## src/rtl/if_fetch_unit.sv

```systemverilog
// ----------------------------------------------------------------------------
// if_fetch_unit
// Instruction-fetch stage feeding the control decoder. It owns the
// architectural PC and issues requests to a variable-latency instruction
// memory. It latches the returned word and presents it, with its PC, to
// decode/execute. When the instruction completes, it computes the next PC.
// A misaligned branch/jump target or an unanswered fetch stops the stage
// and raises a sticky fault; only rst clears the fault.
// ----------------------------------------------------------------------------
module if_fetch_unit #(
  parameter logic [31:0] RESET_PC = 32'h0000_0000,
  parameter int unsigned TIMEOUT  = 16,
  parameter int unsigned CNT_W    = 5
) (
  input  logic        clk,
  input  logic        rst,
  // instruction memory side
  output logic        imem_req,
  output logic [31:0] imem_addr,
  input  logic        imem_ack,
  input  logic [31:0] imem_rdata,
  // decode/execute side
  output logic        instr_valid,
  output logic [31:0] instr,
  output logic [31:0] pc_out,
  input  logic        instr_done,
  input  logic [2:0]  npc_op,
  input  logic [31:0] imm,
  input  logic [31:0] rs1_val,
  // fault reporting
  output logic        fault,
  output logic [1:0]  fault_cause
);

  // NPC operation encodings; any other code behaves as PLUS4
  localparam logic [2:0] NPC_PLUS4  = 3'b000;
  localparam logic [2:0] NPC_BRANCH = 3'b001;
  localparam logic [2:0] NPC_JUMP   = 3'b010;
  localparam logic [2:0] NPC_JALR   = 3'b100;

  // fault cause encodings
  localparam logic [1:0] CAUSE_NONE     = 2'b00;
  localparam logic [1:0] CAUSE_MISALIGN = 2'b01;
  localparam logic [1:0] CAUSE_TIMEOUT  = 2'b10;

  // last wait cycle before an unanswered request is declared dead
  localparam logic [CNT_W-1:0] CNT_LAST = CNT_W'(TIMEOUT - 1);
  localparam logic [CNT_W-1:0] CNT_ZERO = '0;
  localparam logic [CNT_W-1:0] CNT_ONE  = CNT_W'(1);

  typedef enum logic [1:0] {
    S_FETCH = 2'b00,
    S_ISSUE = 2'b01,
    S_FAULT = 2'b10
  } state_t;

  state_t            state_r;
  logic [31:0]       pc_r;
  logic [31:0]       pc_out_r;
  logic [31:0]       instr_r;
  logic              instr_valid_r;
  logic              fault_r;
  logic [1:0]        fault_cause_r;
  logic [CNT_W-1:0]  cnt_r;

  logic [31:0]       next_pc_s;
  logic              misalign_s;

  // Next-PC selection. All arithmetic is 32-bit modulo and wraps silently.
  // JALR clears bit 0 of the target. Bit 1 is left alone, so a JALR can
  // still produce a misaligned target.
  function automatic logic [31:0] calc_next_pc(
    input logic [2:0]  op,
    input logic [31:0] pc,
    input logic [31:0] offset,
    input logic [31:0] rs1
  );
    logic [31:0] target;
    case (op)
      NPC_PLUS4:  target = pc + 32'd4;
      NPC_BRANCH: target = pc + offset;
      NPC_JUMP:   target = pc + offset;
      NPC_JALR:   target = (rs1 + offset) & 32'hFFFF_FFFE;
      default:    target = pc + 32'd4;
    endcase
    return target;
  endfunction

  // A fetch target is usable only when it is word aligned.
  function automatic logic is_misaligned(input logic [31:0] addr);
    return (addr[1:0] != 2'b00);
  endfunction

  // Target of the instruction currently in S_ISSUE, and whether it is legal.
  always_comb begin
    next_pc_s  = calc_next_pc(npc_op, pc_r, imm, rs1_val);
    misalign_s = is_misaligned(next_pc_s);
  end

  // Fetch/issue/fault sequencer. It also owns the PC, the instruction latch,
  // the timeout counter and the sticky fault flags.
  always_ff @(posedge clk) begin
    if (rst) begin
      state_r       <= S_FETCH;
      pc_r          <= RESET_PC;
      pc_out_r      <= RESET_PC;
      instr_r       <= 32'h0000_0000;
      instr_valid_r <= 1'b0;
      fault_r       <= 1'b0;
      fault_cause_r <= CAUSE_NONE;
      cnt_r         <= CNT_ZERO;
    end else begin
      case (state_r)
        S_FETCH: begin
          if (imem_ack) begin
            // Zero-wait memory lands here on the first request cycle.
            instr_r       <= imem_rdata;
            pc_out_r      <= pc_r;
            instr_valid_r <= 1'b1;
            cnt_r         <= CNT_ZERO;
            state_r       <= S_ISSUE;
          end else if (cnt_r == CNT_LAST) begin
            // The request went unanswered for TIMEOUT cycles. pc keeps the
            // address that was never answered, for post-mortem.
            fault_r       <= 1'b1;
            fault_cause_r <= CAUSE_TIMEOUT;
            instr_valid_r <= 1'b0;
            state_r       <= S_FAULT;
          end else begin
            cnt_r <= cnt_r + CNT_ONE;
          end
        end

        S_ISSUE: begin
          if (instr_done) begin
            pc_r          <= next_pc_s;
            instr_valid_r <= 1'b0;
            cnt_r         <= CNT_ZERO;
            if (misalign_s) begin
              // Park on the bad target without ever requesting it.
              fault_r       <= 1'b1;
              fault_cause_r <= CAUSE_MISALIGN;
              state_r       <= S_FAULT;
            end else begin
              state_r <= S_FETCH;
            end
          end else begin
            instr_valid_r <= 1'b1;
          end
        end

        S_FAULT: begin
          // Terminal until reset. ack and done are deliberately ignored.
          instr_valid_r <= 1'b0;
          fault_r       <= 1'b1;
        end

        default: begin
          // Unreachable encoding: drop any instruction and refetch from pc.
          instr_valid_r <= 1'b0;
          cnt_r         <= CNT_ZERO;
          state_r       <= S_FETCH;
        end
      endcase
    end
  end

  // The request is a pure decode of state so that a zero-wait memory can
  // answer in the first cycle. A reset cycle suppresses it at once.
  always_comb begin
    imem_req = (state_r == S_FETCH) && !rst;
  end

  // Remaining outputs are straight from registers.
  always_comb begin
    imem_addr   = pc_r;
    instr_valid = instr_valid_r;
    instr       = instr_r;
    pc_out      = pc_out_r;
    fault       = fault_r;
    fault_cause = fault_cause_r;
  end

endmodule

```

## config.mk

```make
export PLATFORM = sky130hd
export DESIGN_NAME = if_fetch_unit
export DESIGN_NICKNAME = d
export VERILOG_FILES = /design/src/rtl/if_fetch_unit.sv
export SDC_FILE = /design/constraint.sdc
export NUM_CORES = 1
export LEC_CHECK = 0
export ABC_AREA = 1
export ABC_CLOCK_PERIOD_IN_PS = 1950
export CAP_MARGIN = 20
export CORE_ASPECT_RATIO = 1.2
export CORE_MARGIN = 1.5
export CORE_UTILIZATION = 35
export DETAILED_ROUTE_END_ITERATION = 12
export PLACE_DENSITY = 0.6
export SKIP_LAST_GASP = 1
export SLEW_MARGIN = 40
export SYNTH_ARGS = -nofsm -noshare
export SYNTH_HDL_FRONTEND = slang
export SYNTH_SLANG_ARGS = --single-unit
```

## constraint.sdc

```tcl
create_clock -name clk -period 1.95 [get_ports clk]
set_input_delay 0.195 -clock clk [delete_from_list [all_inputs] [get_ports clk]]
set_output_delay 0.195 -clock clk [all_outputs]
set_load 0.02 [all_outputs]
```

### After elaboration in Yosys (flattened, before gate mapping)

Index checks and enable logic that the tools add are counted.

| word-level totals | value |
|---|---|
| bits of input ports | 103 |
| logic and storage cells | 61 |
| bits in registers | 107 |
| output and inout port bits | 101 |

| operators by class | value |
|---|---|
| muxes and demuxes | 23 |
| reduce and logical (&&, ||, !) cells | 13 |
| add/subtract/negate cells | 4 |
| eq/ne operators | 12 |
| bitwise logic cells | 1 |

Operators by type and width:

| cell | count |
|---|---|
| adder 32 bit | 2 |
| one-hot mux 32 bit (2 select lines) | 1 |
| adder 32 x 3 -> 32 bit (second input constant) | 1 |
| 2-to-1 mux 5 bit | 3 |
| one-hot mux 5 bit (3 select lines) | 1 |
| 2-to-1 mux 2 bit | 7 |
| AND reduction 5 bit | 2 |
| != test 2 bit (second input constant) | 4 |
| 2-to-1 mux 1 bit | 7 |
| != test 3 bit (second input constant) | 2 |
| one-hot mux 2 bit (3 select lines) | 1 |
| AND reduction 3 bit | 2 |
| adder 5 x 1 -> 5 bit (second input constant) | 1 |
| == test 5 x 4 -> 1 bit (second input constant) | 1 |
| one-hot mux 2 bit (2 select lines) | 1 |
| AND reduction 2 bit | 2 |
| nonzero test 2 bit | 2 |
| == test 3 x 1 -> 1 bit (second input constant) | 1 |
| == test 3 x 2 -> 1 bit (second input constant) | 1 |
| == test 3 bit (second input constant) | 1 |
| one-hot mux 1 bit (3 select lines) | 1 |
| nonzero test 3 bit | 1 |
| == test 2 x 1 -> 1 bit (second input constant) | 1 |
| == test 2 bit (second input constant) | 1 |
| 6 further kinds | 6 |

### Depth between registers and ports, before layout

| depth | value |
|---|---|
| depth after elaboration | 7 |
| mapped depth | 17 |
| depth with buffers taken out | 17 |

### Least setup slack after synthesis

No wires, ideal clock.

| path | value |
|---|---|
| kind | register -> register |
| start point | register pc_r[0] (netlist: imem_addr[0]) |
| end point | register pc_r[28] (netlist: imem_addr[28]) |
| arrival | 1.999 ns |
| path slack | -0.158 ns |
| path buffers | 0 |
| library setup time | 0.109 ns |
| required time | 1.841 ns |
| cell stages (with the launch flop) | 18 |
| clock period less this slack | 2.108 ns |
| cell sequence | dfxtp_1 -> ha_1 -> inv_1 -> fa_1 -> inv_1 -> nand3_1 -> nand3_1 -> nand2_1 -> nand2_1 -> nand2_1 -> nand2_1 -> nand2_1 -> nand2_1 -> nand2_1 -> nand3_1 -> nand3_1 -> nand2_1 -> inv_1 |

| on the way | value |
|---|---|
| cells in the longest elaborated chain, start to end | 2 |
| elaborated cells on any way between the ends | 3 |
| those cells by class | 2 x add/sub; 1 x mux |

RTL lines:

| item | line | RTL |
|---|---|---|
| from (decl) | 58 | `logic [31:0] pc_r;` |
| from (signal assigned) | 136 | `pc_r <= next_pc_s;` |
| adder 32 x 3 -> 32 bit / adder 32 bit (equally long branches) | - |  |
| one-hot mux 32 bit (2 select lines) * | 79 | `case (op)` |

Mark *: on every way between the ends. The rest lies on a longest branch, timed or not.
A chain may end at the register's enable or synchronous reset.

### Worst setup path after layout

| path | value |
|---|---|
| start point | input port imm[26] |
| end point | register pc_r[31] (netlist: imem_addr[31]) |

| on the way | value |
|---|---|
| cells in the longest elaborated chain, start to end | 2 |
| elaborated cells on any way between the ends | 3 |
| those cells by class | 2 x add/sub; 1 x mux |

RTL lines:

| item | line | RTL |
|---|---|---|
| from (decl) | 28 | `input logic [31:0] imm,` |
| adder 32 bit (on tied branches) | 83, 81, 82 |  |
| one-hot mux 32 bit (2 select lines) * | 79 |  |

Marked as above.

==> impl_metrics.py <==
metrics = {
    "power": {
        "switching_share_pct": 38.18,
        "totalPowerFinal_mw": 7.978,
        "pwr-share-seq_pct": 31.1,
        "clock_power_share_pct": 23.9,
        "internal-power_mw": 4.932,
        "p_per_area_nw_per_um2": 513.8,
        "p_leak_nw": 7.387,
        "p_sw_mw": 3.046,
        "vdd_drop_max_mv": 0.4266,
        "combPwrFrac_pct": 45.0,
    },
    "synthesis": {
        "yosys_warnings": 0,
        "syn_avg_cell_area_um2": 5.767,
        "synth_cells": 1634,
        "synth_ff_type": "dfxtp_1",
        "synth_nets": 1803,
        "synth-seq-cells": 107,
        "synth.distinct_cells": 40,
        "ys_seq_area_share_pct": 22.73,
        "async_flop_share_pct": 0,
        "syn_area_um2": 9423,
        "synth_edf_count": 0,
    },
    "clock_network": {
        "clock-sinks": 107,
        "htreeDepth": 3,
        "cts_root_buffer": "clkbuf_16",
        "clk_path_buf_depth": 2,
        "cts_hold_buf": 0,
        "cts_tree": "done",
        "clkLatencyLatePin_ns": 0.36,
        "cts_buffers": 9,
        "clk_pin_slew_worst_paths_ns": 0.09,
    },
    "placed_design": {
        "dp.cells": 2398,
        "gp_congestion": 0.9823,
        "io_buffer_count": 203,
        "dp_slack_ns": -0.6099,
        "hpwlAfterDp_um": 32530,
        "placed_area_um2": 13850,
    },
    "sta": {
        "setup_violations": 1,
        "worst_pin_slew_ns": 0.4214,
        "relSlewSlack_pct": 71.86,
        "max_freq_mhz": 510.9,
        "holdWs_ns": 0.4118,
        "final.setup.worst_slack_ns": -0.007247,
        "post-route-period-util_pct": 100.4,
        "slew_viol_final": 0,
        "finalHoldViolations": 0,
        "finalSetupTns_ns": -0.007247,
        "rsz0062_at_grt": "yes",
        "min_period_ns": 1.957,
        "fin_skew_ns": 0.01160,
    },
    "floorplanning": {
        "pin_count": 204,
        "chipWidth_um": 152.8,
        "chipHeight_um": 182.7,
        "initial_core_util_pct": 35.76,
        "rows": 65,
        "die-area_um2": 27920,
        "core_um2": 26350,
    },
    "setup_path": {
        "arrival_ns": 2.27,
        "critPathKind": "in2reg",
        "path_max_fanout": 4,
        "crit_path_end_kind": "register",
        "rrSetupSlack_ns": 0.03,
        "start_kind": "primary input",
        "r2r_cells": 15,
        "critPathRequiredTime_ns": 2.26,
    },
    "cells_and_area": {
        "fin_util_pct": 58.93,
        "layout.nets": 2252,
        "n_fill_cell": 2580,
        "final_common_cell": "nand2_1",
        "layout_common_cells": "nand2_1 (383), buf_4 (261), inv_1 (238), clkdlybuf4s50_1 (177), nor2_1 (173)",
        "fin_area_um2": 15530,
        "fin_cells": 2423,
        "areaGrowthSynthToFinish_pct": 64.79,
        "diodes": 0,
        "drive_gt1_share_pct": 28.07,
    },
    "global_route": {
        "grt_max_degree": 44,
        "grt_antenna_before_repair": 0,
        "grt_pass1_vias": 11871,
        "grt_overflow": 0,
        "grt_usage_pct": 27.95,
        "grt_pass1_wl_um": 61760,
    },
    "worst_hold_path": {
        "hp-class": "in2reg",
        "min_path_cells": 3,
    },
    "detailed_routing": {
        "ant_nets": 0,
        "drt_iter0_drc": 748,
        "vias_per_cell": 5.026,
        "wl_um": 40530,
        "first_pass_iters": 6,
        "vias": 12178,
        "wl_per_cell_um": 16.73,
        "drc": 0,
    },
    "outcome": {
        "status": "finished, violations left",
        "violations": "setup timing",
    },
    "job": {
        "maxCapViolations": 0,
    },
}
## worst max-delay path: stages
cell             delay [ns]
clkdlybuf4s50_1        0.47
ha_2                   0.41
nand2_1                0.10
nor2_1                 0.14
nand2_1                0.17
nor3_2                 0.21
nand2_4                0.10
nand3_1                0.08
nand2_1                0.08
nor2_4                 0.15
nor2_1                 0.06
nor2_1                 0.09
## kinds of logic after synthesis
family	after synthesis	synth area share (%)
fa+ha+maj	66	8.923
compound gates	293	16.49
xor+xnor	15	1.394
buf+inv	291	11.74
simple gates	862	38.72
flops	107	22.73
## final timing paths
| check | from | endpoint |
|---|---|---|
| worst max-delay path | imm[26] | imem_addr[31]$_SDFFE_PP0P_ |
| worst min-delay path | imem_rdata[8] | instr[8]$_SDFFE_PP0P_ |
| worst max register to register | imem_addr[3]$_SDFFE_PP0P_ | imem_addr[20]$_SDFFE_PP0P_ |
| worst min register to register | fault$_SDFFE_PP0P_ | fault$_SDFFE_PP0P_ |
## metal layers
metal	vias up	GRT usage (%)	share of wire [%]
met5	-	0	0
met4	0	10.42	3.5
met3	79	3.403	5.4
met2	397	48.25	48
met1	5559	35.62	43
li1	6143	-	-
## cell type report
type                            instances  area [um^2]  share of cell area, %
Clock inverter                          7        82.58                 0.5318
Sequential cell                       107         2190                  14.10
Clock buffer                            9        225.2                  1.450
Tap cell                              335        419.2                  2.699
Multi-Input combinational cell       1236         7427                  47.83
Inverter                              252        947.2                  6.100
Timing Repair Buffer                  477         4237                  27.28
## synth_stat cells (7+ instances only)
cell,number,share of area (%)
nand2_1,446,18
inv_1,246,9.8
nor2_1,212,8.4
a21oi_1,137,7.3
o21ai_0,119,6.3
nand3_1,113,6.0
dfxtp_1,107,23
ha_1,64,8.5
clkbuf_1,31,1.2
nand4_1,21,1.4
nor3_1,20,1.1
nand3b_1,13,1.0
xor2_1,11,1.0
nand2_2,8,0.53
o21bai_1,8,0.64
buf_2,7,0.37
o211ai_1,7,0.56
or2_2,7,0.46
## registers in the layout, summed over array words and instances (netlist names)
| name | count |
|---|---|
| pc_out | 32 |
| fault_cause | 2 |
| instr | 32 |
| instr_valid | 1 |
| state_r | 2 |
| cnt_r | 5 |
| imem_addr | 32 |
| fault | 1 |
## what timing repair did
action,4_1_cts,5_1_grt
endpoints found under the setup margin,27,30
resized for setup,91,241
pin swaps,24,61
buffers inserted,4,6
## power groups by stage
stage	clock, mW	sequential [mW]	combinational, mW
2_1_floorplan	0	2.72	1.32
3_3_place_gp	0	2.51	3.16
3_5_place_dp	0	2.51	3.17
4_1_cts	1.96	2.47	3.27
5_1_grt	2.05	2.50	3.89
6_report	1.90	2.48	3.59
No activity file was read; power rests on OpenSTA's default activity.
